$ cat src/rtl/alu_wide_seq.sv
// Multi-cycle sequencer that runs 16-bit ADD/SUB/shift/compare ops on a shared
// 8-bit combinational alu, one byte slice per cycle, chaining sc bits between slices.
module alu_wide_seq (
    input  logic        clk,
    input  logic        reset,
    input  logic        start,
    input  logic [2:0]  op,
    input  logic [15:0] opA,
    input  logic [15:0] opB,
    input  logic        shift_in,
    output logic [3:0]  alu_cmd,
    output logic [7:0]  alu_a,
    output logic [7:0]  alu_b,
    output logic        alu_sc_i,
    input  logic [7:0]  alu_rslt,
    input  logic        alu_sc_o,
    input  logic        alu_cnd,
    output logic        busy,
    output logic        done,
    output logic [15:0] result,
    output logic        carry_out,
    output logic        cnd_out,
    output logic        err
);

    localparam int unsigned DW = 16;
    localparam int unsigned BW = 8;

    localparam logic [3:0] CMD_ADD = 4'b0000;
    localparam logic [3:0] CMD_SUB = 4'b0001;
    localparam logic [3:0] CMD_CMP = 4'b0100;
    localparam logic [3:0] CMD_CEQ = 4'b0101;
    localparam logic [3:0] CMD_LSL = 4'b0110;
    localparam logic [3:0] CMD_LSR = 4'b0111;

    localparam logic [2:0] OP_ADD = 3'd0;
    localparam logic [2:0] OP_SUB = 3'd1;
    localparam logic [2:0] OP_LSL = 3'd2;
    localparam logic [2:0] OP_LSR = 3'd3;
    localparam logic [2:0] OP_CMP = 3'd4;
    localparam logic [2:0] OP_EQ  = 3'd5;

    localparam logic [2:0] S_IDLE = 3'd0;
    localparam logic [2:0] S_1    = 3'd1;
    localparam logic [2:0] S_2    = 3'd2;
    localparam logic [2:0] S_3    = 3'd3;
    localparam logic [2:0] S_DONE = 3'd4;

    logic [2:0]    r_state;
    logic [2:0]    w_next;
    logic [2:0]    r_op;
    logic [DW-1:0] r_a;
    logic [DW-1:0] r_b;
    logic          r_shin;
    logic [BW-1:0] r_byte;   // first-slice result byte
    logic          r_sc;     // first-slice sc_o
    logic          r_f1;     // first-slice cnd (gt_h for CMP, eq_h for EQ)
    logic          r_f2;     // second-slice cnd (eq_h for CMP)
    logic          w_accept;
    logic          w_illegal;

    assign w_accept  = (r_state == S_IDLE) && start;
    assign w_illegal = (op == 3'd6) || (op == 3'd7);

    // State register
    always_ff @(posedge clk or posedge reset) begin
        if (reset) r_state <= S_IDLE;
        else       r_state <= w_next;
    end

    // Next-state logic
    always_comb begin
        w_next = r_state;
        case (r_state)
            S_IDLE:  if (start) w_next = w_illegal ? S_DONE : S_1;
            S_1:     w_next = S_2;
            S_2:     w_next = (r_op == OP_CMP) ? S_3 : S_DONE;
            S_3:     w_next = S_DONE;
            S_DONE:  w_next = S_IDLE;
            default: w_next = S_IDLE;
        endcase
    end

    // Alu slice drive: byte order and sc chaining depend on op and step
    always_comb begin
        alu_cmd  = CMD_ADD;
        alu_a    = '0;
        alu_b    = '0;
        alu_sc_i = 1'b0;
        case (r_state)
            S_1: begin
                case (r_op)
                    OP_ADD: begin alu_cmd = CMD_ADD; alu_a = r_a[7:0];  alu_b = r_b[7:0]; end
                    OP_SUB: begin alu_cmd = CMD_SUB; alu_a = r_a[7:0];  alu_b = r_b[7:0]; end
                    OP_LSL: begin alu_cmd = CMD_LSL; alu_b = r_b[7:0];  alu_sc_i = r_shin; end
                    OP_LSR: begin alu_cmd = CMD_LSR; alu_b = r_b[15:8]; alu_sc_i = r_shin; end
                    OP_CMP: begin alu_cmd = CMD_CMP; alu_a = r_a[15:8]; alu_b = r_b[15:8]; end
                    OP_EQ:  begin alu_cmd = CMD_CEQ; alu_a = r_a[15:8]; alu_b = r_b[15:8]; end
                    default: ;
                endcase
            end
            S_2: begin
                case (r_op)
                    OP_ADD: begin alu_cmd = CMD_ADD; alu_a = r_a[15:8]; alu_b = r_b[15:8]; alu_sc_i = r_sc; end
                    OP_SUB: begin alu_cmd = CMD_SUB; alu_a = r_a[15:8]; alu_b = r_b[15:8]; alu_sc_i = ~r_sc; end
                    OP_LSL: begin alu_cmd = CMD_LSL; alu_b = r_b[15:8]; alu_sc_i = r_sc; end
                    OP_LSR: begin alu_cmd = CMD_LSR; alu_b = r_b[7:0];  alu_sc_i = r_sc; end
                    OP_CMP: begin alu_cmd = CMD_CEQ; alu_a = r_a[15:8]; alu_b = r_b[15:8]; end
                    OP_EQ:  begin alu_cmd = CMD_CEQ; alu_a = r_a[7:0];  alu_b = r_b[7:0]; end
                    default: ;
                endcase
            end
            S_3: begin
                alu_cmd = CMD_CMP;
                alu_a   = r_a[7:0];
                alu_b   = r_b[7:0];
            end
            default: ;
        endcase
    end

    // Operand latches, slice capture and registered results
    always_ff @(posedge clk or posedge reset) begin
        if (reset) begin
            r_op      <= '0;
            r_a       <= '0;
            r_b       <= '0;
            r_shin    <= 1'b0;
            r_byte    <= '0;
            r_sc      <= 1'b0;
            r_f1      <= 1'b0;
            r_f2      <= 1'b0;
            busy      <= 1'b0;
            done      <= 1'b0;
            result    <= '0;
            carry_out <= 1'b0;
            cnd_out   <= 1'b0;
            err       <= 1'b0;
        end else begin
            busy <= (w_next != S_IDLE);
            done <= (w_next == S_DONE);
            if (w_accept) begin
                r_op   <= op;
                r_a    <= opA;
                r_b    <= opB;
                r_shin <= shift_in;
                if (w_illegal) begin
                    result    <= '0;
                    carry_out <= 1'b0;
                    cnd_out   <= 1'b0;
                    err       <= 1'b1;
                end
            end
            case (r_state)
                S_1: begin
                    r_byte <= alu_rslt;
                    r_sc   <= alu_sc_o;
                    r_f1   <= alu_cnd;
                end
                S_2: begin
                    r_f2 <= alu_cnd;
                    err  <= 1'b0;
                    case (r_op)
                        OP_ADD, OP_SUB, OP_LSL: begin
                            result    <= {alu_rslt, r_byte};
                            carry_out <= alu_sc_o;
                            cnd_out   <= 1'b0;
                        end
                        OP_LSR: begin
                            result    <= {r_byte, alu_rslt};
                            carry_out <= alu_sc_o;
                            cnd_out   <= 1'b0;
                        end
                        OP_EQ: begin
                            result    <= '0;
                            carry_out <= 1'b0;
                            cnd_out   <= r_f1 & alu_cnd;
                        end
                        default: ;
                    endcase
                end
                S_3: begin
                    result    <= '0;
                    carry_out <= 1'b0;
                    cnd_out   <= r_f1 | (r_f2 & alu_cnd);
                    err       <= 1'b0;
                end
                default: ;
            endcase
        end
    end

endmodule

$ cat config.mk
export PLATFORM = sky130hd
export DESIGN_NAME = alu_wide_seq
export DESIGN_NICKNAME = d
export VERILOG_FILES = /design/src/rtl/alu_wide_seq.sv
export SDC_FILE = /design/constraint.sdc
export NUM_CORES = 1
export LEC_CHECK = 0
export CORE_MARGIN = 5
export CORE_UTILIZATION = 40
export DETAILED_ROUTE_END_ITERATION = 8
export MAX_ROUTING_LAYER = met4
export PLACE_DENSITY = 0.67
export SYNTH_ARGS = -nofsm -noshare
export SYNTH_HDL_FRONTEND = slang
export SYNTH_SLANG_ARGS = --single-unit
$ cat constraint.sdc
create_clock -name clk -period 3.3 [get_ports clk]
set_clock_uncertainty 0.05 [all_clocks]
set_input_delay 0.33 -clock clk [delete_from_list [all_inputs] [get_ports clk]]
set_output_delay 0.33 -clock clk [all_outputs]
set_load 0.05 [all_outputs]
==> results.py, run 1 <==
metrics = {
    "timing": {
        "fmax_mhz": 344,
        "hold_viol": 0,
        "drv_slew": 0,
        "tns_ns": 0,
        "post-route-period-util_pct": 88.1,
        "period_minus_slack_ns": 2.91,
        "slew_headroom_pct": 47.5,
        "setup_viol": 0,
        "tightest_slew_ns": 0.786,
        "rsz0062_at_grt": "false",
    },
    "cts": {
        "cts_hold_buf": 0,
        "cts_tree": "done",
        "tritoncts.num_buffers": 9,
        "clk_pin_slew_ns": 0.08,
        "clk_latency_ns": 0.34,
        "cts_resized": 0,
        "clockBufferDepth": 2,
        "cts_setup_buffers": 0,
        "root_buffer": "clkbuf_8",
        "cts.sinks": 71,
        "h-tree-depth": 3,
    },
    "synth": {
        "synth.area.top_cells": "dfrtp_1, mux2_2, a22o_1",
        "yosysMostFrequentCell": "dfrtp_1",
        "netlist_instances": 354,
        "yosys.area.top_type_share_pct": 47.7,
        "ys_warn_count": 0,
        "post_synth_instance_area_sq_um": 3720,
        "synth_async_sr_flop_share_pct": 100,
        "yosysUniqueCellTypes": 42,
        "synth.largest_area_cell": "dfrtp_1",
        "synth_seq_cells": 71,
        "synth_commonest_cells": "dfrtp_1, mux2_2, nand2_1",
        "synthesis.nets": 403,
        "synthFlopType": "dfrtp_1",
        "synth-edff-count": 0,
        "seq_area_frac_synth_pct": 47.7,
        "syn_avg_cell_area_sq_um": 10.5,
    },
    "critical_path": {
        "path_buf_inv": 1,
        "path_max_fanout": 26,
        "crit_chain": "or2_1 > a21oi_2 > a2111oi_4 > a22o_1 > buf_12",
        "arrival_ns": 2.53,
        "crit_family": "compound AO/OA/AOI/OAI gates",
        "critPathMaxStageDelay_ns": 0.80,
        "required_ns": 2.92,
        "slowest_stage": "dfrtp_1",
        "crit_path_end_kind": "primary output",
        "path_class": "reg2out",
        "cp-start-kind": "flip-flop",
    },
    "power": {
        "switchingPower_w": 0.00264,
        "pwr-share-comb_pct": 58.6,
        "internal-power_w": 0.00331,
        "switching_share_pct": 44.4,
        "powerDensity_nw_per_um2": 1170,
        "clockPowerShare_pct": 14.1,
        "p_leak_nw": 2.10,
        "ir_drop_mv": 0.605,
        "p_seq_share_pct": 27.4,
    },
    "grt": {
        "track_usage_pct": 18.2,
        "grt_pass1_vias": 3191,
        "grt_overflow": 0,
        "grt_pass1_wl_microns": 16100,
        "grt_max_degree": 41,
        "antenna_found_initial": 0,
    },
    "final_layout": {
        "stdcell_area_sq_um": 5080,
        "multiInputGateArea_sq_um": 1730,
        "antenna_cells": 0,
        "drive_gt1_share_pct": 21.1,
        "area_delta_synth_final_pct": 36.5,
        "fillers": 805,
        "nNetsFinal": 484,
        "seq_area_sq_um": 1780,
    },
    "run_status": {
        "outcome": "finished clean",
    },
    "hold_path": {
        "hp-class": "in2async",
    },
    "floorplanning": {
        "die_area_sq_um": 11300,
        "num_rows": 35,
        "die_h_microns": 106,
        "start_util_pct": 40.7,
        "boundaryPins": 91,
        "die_x_microns": 106,
        "core_area_sq_um": 9150,
    },
    "detailed_routing": {
        "wl_microns": 9560,
        "vias": 3059,
        "drt_iter0_drc": 153,
        "drc": 0,
        "viasPerCell": 5.55,
        "first_pass_iters": 4,
        "routedWlPerCell_microns": 17.4,
        "ant_nets": 0,
    },
    "placed_design": {
        "gp_congestion": 0.772,
        "dp_hpwl_microns": 6610,
        "placed_cell_area_sq_um": 4840,
        "place.port_buffers": 89,
    },
    "job": {
        "cap_violations": 0,
    },
}
==> sequential cells by signal, indices dropped and copies added, names as in the netlist <==
signal and flops:
done 1, result 16, r_sc 1, cnd_out 1, busy 1, r_b 16, r_byte 8, carry_out 1
err 1, r_state 3, r_a 16, r_op 3, r_f2 1, r_shin 1, r_f1 1
==> cells in the final DEF (no fill, tap or decap), types with 2 or more instances in the layout <==
master	count
a21oi_1	22
a21oi_2	2
a221oi_1	8
a22o_1	18
a22oi_1	17
a32o_1	2
and2_1	2
buf_12	17
buf_4	11
bufinv_16	3
clkbuf_1	2
clkbuf_8	9
clkdlybuf4s50_1	72
dfrtp_1	71
inv_1	12
inv_2	2
mux2_2	40
nand2_1	30
nand2b_1	11
nand3_1	3
nor2_1	14
nor2b_1	8
nor3_1	9
o211ai_1	16
o21ai_0	12
o21bai_1	8
==> layer usage <==
metal  global-route usage [%]  up-vias  share of wire (%)
li1                         -     1452                  -
met1                     21.8     1496                 43
met2                     29.5      100                 48
met3                     5.83       11                7.4
met4                     5.21        0                1.4
met5                        -        -                  0
==> worst register-to-register path, cell delays in order, from the launching register on <==
cell     delay, ns
dfrtp_1       0.55
buf_4         0.34
nor2b_1       0.69
o21ai_0       0.16
and2_1        0.22
a22o_1        0.23
==> power by group through the flow <==
stage | registers, W | logic, W | clock network (W)
after floorplan | 0.00180 | 0.00216 | 0
after detailed placement | 0.00165 | 0.00351 | 0
after CTS | 0.00163 | 0.00353 | 0.000857
after global placement | 0.00162 | 0.00345 | 0
after global routing | 0.00170 | 0.00376 | 0.000895
final | 0.00163 | 0.00349 | 0.000837
==> kinds of logic after synthesis <==
| kind of cell | share of synthesized area, % |
|---|---|
| simple gates | 11.8 |
| compound gates | 22.2 |
| mux | 12.4 |
| flops | 47.7 |
| buf+inv | 5.78 |
| other cells | 0.101 |
==> path summary, 6_finish.rpt <==
| check | depth (start not counted) | from | slack, ns | end |
|---|---|---|---|---|
| setup / recovery | 5 | r_op[2]$_DFFE_PP0N_ | 0.39 | alu_b[2] |
| hold / removal | 2 | reset | 0.37 | r_a[10]$_DFFE_PP0N_ |
| setup reg to reg | 5 | r_op[0]$_DFFE_PP0N_ | 0.95 | cnd_out$_DFF_PP0_ |
| hold reg to reg | 1 | carry_out$_DFF_PP0_ | 0.45 | carry_out$_DFF_PP0_ |
| max in group asynchronous | 3 | reset | 2.16 | r_byte[4]$_DFFE_PP0P_ |
| min in group clk | 1 | carry_out$_DFF_PP0_ | 0.45 | carry_out$_DFF_PP0_ |
==> through the flow <==
| stage | cells | hold WS, ns | power (W) | setup WS [ns] | util (%) |
|---|---|---|---|---|---|
| 2_1_floorplan | 354 | 0.397 | 0.00396 | 0.688 | - |
| 3_3_place_gp | 535 | 0.433 | 0.00507 | 0.794 | 52.9 |
| 3_5_place_dp | 535 | 0.435 | 0.00516 | 0.749 | 52.9 |
| 4_1_cts | 551 | 0.378 | 0.00602 | 0.343 | 55.5 |
| 5_1_grt | 551 | 0.439 | 0.00635 | 0.143 | 55.5 |
| 6_report | 551 | 0.372 | 0.00596 | 0.391 | 55.5 |
==> area by class of cell <==
type,count,area share [%]
Clock buffer,11,2.59
Clock inverter,5,2.09
Inverter,14,1.03
Multi-Input combinational cell,239,34.0
Sequential cell,71,35.0
Tap cell,111,2.73
Timing Repair Buffer,100,22.5
Note: power is estimated with default switching activity, not from simulation.
==> run 2: changes to the inputs <==
--- a/config.mk
+++ b/config.mk
@@ -10,6 +10,8 @@
 export DETAILED_ROUTE_END_ITERATION = 8
 export MAX_ROUTING_LAYER = met4
 export PLACE_DENSITY = 0.67
+export SETUP_SLACK_MARGIN = 0.1
+export SKIP_CTS_REPAIR_TIMING = 1
 export SYNTH_ARGS = -nofsm -noshare
 export SYNTH_HDL_FRONTEND = slang
 export SYNTH_SLANG_ARGS = --single-unit
==> results of run 2 <==
Final layout, timing and power as in run 1 (identical DEF).
==> RTL edit 1, RTL diff (config.mk and constraints of run 2) <==
Reset style: synchronous (`reset`), changed in 2 clocked blocks.
--- a/src/rtl/alu_wide_seq.sv
+++ b/src/rtl/alu_wide_seq.sv
@@ -64,5 +64,5 @@
 
     // State register
-    always_ff @(posedge clk or posedge reset) begin
+    always_ff @(posedge clk) begin
         if (reset) r_state <= S_IDLE;
         else       r_state <= w_next;
@@ -121,5 +121,5 @@
 
     // Operand latches, slice capture and registered results
-    always_ff @(posedge clk or posedge reset) begin
+    always_ff @(posedge clk) begin
         if (reset) begin
             r_op      <= '0;
Check against the original RTL: differs if reset is asserted again (counterexample within 4 cycles, from zero or initial values and one cycle with reset high); with reset held inactive, the same outputs for 10 cycles.
==> RTL edit 1 against run 2 <==
Cell area is 11% lower; routed wire length decreased by 15%; worst setup slack worse by 0.014 ns; synthesized area fell by 15%; sequential cell count unchanged; cell count unchanged.
Power is not compared: it rests on default switching activity, and its combinational part moved more than twofold at a synthesized area within 25%.
==> RTL edit 1: results <==
[power]
p_clk_w = 0.000765
intPower_w = 0.00149
seq-power_w = 0.000937
leakagePower_nw = 1.66
ir_drop_uv = 369
p_switching_w = 0.000574

[synth]
synth_area_leaders = "dfxtp_1 45%, nand2_1 12%, a21oi_1 8.7%"
synth-compound-area-share_pct = 29.5
synthCells = 363
synthXorXnorAreaFrac_pct = 0.277
yosys_warnings = 0
synth_cell_types = 47
synth_common_cells = "97 x nand2_1, 71 x dfxtp_1, 55 x a21oi_1"
synthArstFlopShare_pct = 0
syn-num-nets = 416
seq_area_frac_synth_pct = 45.0
synthAdderAreaFrac_pct = 1.90
synthFlopType = "dfxtp_1"
synthMuxAreaShare_pct = 0.951

[drt]
drt-initial-drc-count = 88
wl_per_cell_um = 14.8
first_pass_iters = 4
via_per_inst = 5.21
vias = 2873

[global_route]
antenna_found_initial = 1
grt_pass1_vias = 2810
grt_pass1_wl_um = 13600
grtUsageTotal_pct = 17.6
grt_max_degree = 40

[clocking]
htreeDepth = 3
insertion_delay_ns = 0.35
clock_path_buffers = 2
cts-root-buf = "clkbuf_8"
clkTransAtPathRegs_ns = 0.07
cts_buffers = 9

[place]
port_buffers = 89
place_area_mm2 = 0.00429
place_inst = 534
hpwlAfterDp_um = 5830
gp_routability_congestion = 0.983
dp_slack_ns = 0.593

[timing]
relSlewSlack_pct = 39.1
finalSetupTns_ns = 0

[critical_path]
crit_fanout = 13
cpMaxStageDelayCell = "clkdlybuf4s50_1"
critPathTopFamily = "buffers and inverters"
arrival_ns = 2.54
max_stage_delay_ns = 0.84

[run]
cap_viol_max_count = 0

[outcome]
status = "complete, no violations"

[final_layout]
post_route_cells_drive_above_1_share_pct = 13.4
finalNetCount = 496
reg_top3 = "r_a x16, r_b x16, result x16"

[worst_hold_path]
hold_path.class = "primary input to register"
RTL edit 1: final timing paths:
path | start | to | slack (ns) | cells after the start
max | r_op[2] | alu_cmd[2] | 0.38 | 5
min | reset | r_f2 | 0.30 | 2
max reg2reg | r_op[2] | result[6] | 0.58 | 5
min reg2reg | r_b[9] | r_b[9] | 0.41 | 2
RTL edit 1: cell type report:
class / instances / area (um2)
diodes: 1 / 2.50
clock buffers: 9 / 124
clock inverters: 7 / 95.1
fillers: 693 / 3220
inverters: 5 / 18.8
multi-input cells: 259 / 1600
flip-flops and latches: 71 / 1420
well taps: 102 / 128
repair buffers: 97 / 1130
RTL edit 1: layer usage:
| metal | global-route usage [%] | vias up | share of wire [%] |
|---|---|---|---|
| met1 | 21.9 | 1329 | 45 |
| met4 | 6.72 | 0 | 1.7 |
| met5 | - | - | 0 |
| met2 | 27.0 | 95 | 45 |
| met3 | 5.38 | 11 | 7.5 |
| li1 | - | 1438 | - |
==> RTL edit 2, RTL diff (config.mk and constraints of run 2) <==
Without the edit above. Register the output `alu_b`, cleared by the reset; this adds one clock of latency there. The other outputs are not delayed to match.
--- a/src/rtl/alu_wide_seq.sv
+++ b/src/rtl/alu_wide_seq.sv
@@ -47,4 +47,6 @@
     localparam logic [2:0] S_DONE = 3'd4;
 
+    logic [7:0] alu_b_d;
+
     logic [2:0]    r_state;
     logic [2:0]    w_next;
@@ -86,15 +88,15 @@
         alu_cmd  = CMD_ADD;
         alu_a    = '0;
-        alu_b    = '0;
+        alu_b_d  = '0;
         alu_sc_i = 1'b0;
         case (r_state)
             S_1: begin
                 case (r_op)
-                    OP_ADD: begin alu_cmd = CMD_ADD; alu_a = r_a[7:0];  alu_b = r_b[7:0]; end
-                    OP_SUB: begin alu_cmd = CMD_SUB; alu_a = r_a[7:0];  alu_b = r_b[7:0]; end
-                    OP_LSL: begin alu_cmd = CMD_LSL; alu_b = r_b[7:0];  alu_sc_i = r_shin; end
-                    OP_LSR: begin alu_cmd = CMD_LSR; alu_b = r_b[15:8]; alu_sc_i = r_shin; end
-                    OP_CMP: begin alu_cmd = CMD_CMP; alu_a = r_a[15:8]; alu_b = r_b[15:8]; end
-                    OP_EQ:  begin alu_cmd = CMD_CEQ; alu_a = r_a[15:8]; alu_b = r_b[15:8]; end
+                    OP_ADD: begin alu_cmd = CMD_ADD; alu_a = r_a[7:0];  alu_b_d = r_b[7:0]; end
+                    OP_SUB: begin alu_cmd = CMD_SUB; alu_a = r_a[7:0];  alu_b_d = r_b[7:0]; end
+                    OP_LSL: begin alu_cmd = CMD_LSL; alu_b_d = r_b[7:0];  alu_sc_i = r_shin; end
+                    OP_LSR: begin alu_cmd = CMD_LSR; alu_b_d = r_b[15:8]; alu_sc_i = r_shin; end
+                    OP_CMP: begin alu_cmd = CMD_CMP; alu_a = r_a[15:8]; alu_b_d = r_b[15:8]; end
+                    OP_EQ:  begin alu_cmd = CMD_CEQ; alu_a = r_a[15:8]; alu_b_d = r_b[15:8]; end
                     default: ;
                 endcase
@@ -102,10 +104,10 @@
             S_2: begin
                 case (r_op)
-                    OP_ADD: begin alu_cmd = CMD_ADD; alu_a = r_a[15:8]; alu_b = r_b[15:8]; alu_sc_i = r_sc; end
-                    OP_SUB: begin alu_cmd = CMD_SUB; alu_a = r_a[15:8]; alu_b = r_b[15:8]; alu_sc_i = ~r_sc; end
-                    OP_LSL: begin alu_cmd = CMD_LSL; alu_b = r_b[15:8]; alu_sc_i = r_sc; end
-                    OP_LSR: begin alu_cmd = CMD_LSR; alu_b = r_b[7:0];  alu_sc_i = r_sc; end
-                    OP_CMP: begin alu_cmd = CMD_CEQ; alu_a = r_a[15:8]; alu_b = r_b[15:8]; end
-                    OP_EQ:  begin alu_cmd = CMD_CEQ; alu_a = r_a[7:0];  alu_b = r_b[7:0]; end
+                    OP_ADD: begin alu_cmd = CMD_ADD; alu_a = r_a[15:8]; alu_b_d = r_b[15:8]; alu_sc_i = r_sc; end
+                    OP_SUB: begin alu_cmd = CMD_SUB; alu_a = r_a[15:8]; alu_b_d = r_b[15:8]; alu_sc_i = ~r_sc; end
+                    OP_LSL: begin alu_cmd = CMD_LSL; alu_b_d = r_b[15:8]; alu_sc_i = r_sc; end
+                    OP_LSR: begin alu_cmd = CMD_LSR; alu_b_d = r_b[7:0];  alu_sc_i = r_sc; end
+                    OP_CMP: begin alu_cmd = CMD_CEQ; alu_a = r_a[15:8]; alu_b_d = r_b[15:8]; end
+                    OP_EQ:  begin alu_cmd = CMD_CEQ; alu_a = r_a[7:0];  alu_b_d = r_b[7:0]; end
                     default: ;
                 endcase
@@ -114,5 +116,5 @@
                 alu_cmd = CMD_CMP;
                 alu_a   = r_a[7:0];
-                alu_b   = r_b[7:0];
+                alu_b_d = r_b[7:0];
             end
             default: ;
@@ -191,4 +193,12 @@
     end
 
+    always_ff @(posedge clk or posedge reset) begin
+        if (reset) begin
+            alu_b <= '0;
+        end else begin
+            alu_b <= alu_b_d;
+        end
+    end
+
 endmodule
 
Check against the original RTL: not equivalent (Yosys sat finds a counterexample within 4 cycles, from zero or initial values and one cycle with reset high).
==> RTL edit 2 against run 2 <==
Largest power group unchanged; sequential share of layout area is 2.8 points higher; sequential cell count rose by 8; routed wire length increased by 4.9%; core utilization decreased by 1.5 points; critical endpoint is now alu_a[6]; worst setup slack worse by 0.14 ns; via count increased by 1.4%; combinational power shrank 2%; synthesized area grew 5.9%; global-route usage shrank 0.076 points; die area rose by 5.4%; cell area is 2.9% higher; cell count up 1.6%; power grew 2.8%.
==> RTL edit 2: results <==
[final_layout]
stdcell_count = 560
multi_input_area_mm2 = 0.00177
buf_share_pct = 20.1
n_fill_cell = 865
multi_input_cells = 232
final-seq-area_mm2 = 0.00198
nNonClkInverters = 4
buffers = 97
post_route_cells_drive_above_1_share_pct = 19.2

[place]
gp_routability_congestion = 0.821
hpwlAfterDp_um = 6890

[critical_path]
arrival_ns = 2.67
r2r-end = "r_a[5]"
r2r-start = "r_state[0]"
critPathTopFamily = "simple AND/OR/NAND/NOR gates"

[timing]
period_needed_ns = 3.05
worst_pin_slew_ns = 0.919

[outcome]
status = "complete, no violations"

[synth]
synth_area_leaders = "dfrtp_1 50%, mux2_2 11%, a22o_1 3.6%"
syn-num-nets = 395
synth_common_cells = "79 x dfrtp_1, 40 x mux2_2, 27 x o21ai_0"

[global_route]
grtUsageTotal_pct = 18.1
grt_pass1_vias = 3251

[power]
pg_comb_w = 0.00342
ir_drop_uv = 593
leakagePower_nw = 2.19
p_per_area_mw_per_mm2 = 1170

[drt]
drt-initial-drc-count = 129
wl_per_cell_um = 17.9
## RTL edit 2: cell count changes after synthesis, sizes merged, moves of 8 or more
cell     delta
a21o        +8
a21oi      -16
a22oi      -15
a2bb2oi    +14
dfrtp       +8
inv        -11
o211ai     -16
o21a        +8
o21ai      +15
o21bai      -8
o22ai      +13
## RTL edit 2: metal layers
| layer | share of wire [%] | vias up | global-route usage [%] | wire (um) |
|---|---|---|---|---|
| li1 | - | 1442 | - | - |
| met1 | 44 | 1545 | 23.0 | 4370 |
| met2 | 47 | 102 | 27.7 | 4750 |
| met3 | 7.2 | 14 | 4.50 | 723 |
| met4 | 1.8 | 0 | 7.39 | 182 |
| met5 | 0 | - | - | 0 |
## RTL edit 2: cell families after synthesis
logic type / after synthesis / share of synthesized area, %
compound gates: 124 / 23.0
xor+xnor: 2 / 0.445
buf+inv: 35 / 4.83
flops: 79 / 50.2
mux: 45 / 12.9
other cells: 1 / 0.0951
simple gates: 60 / 8.67
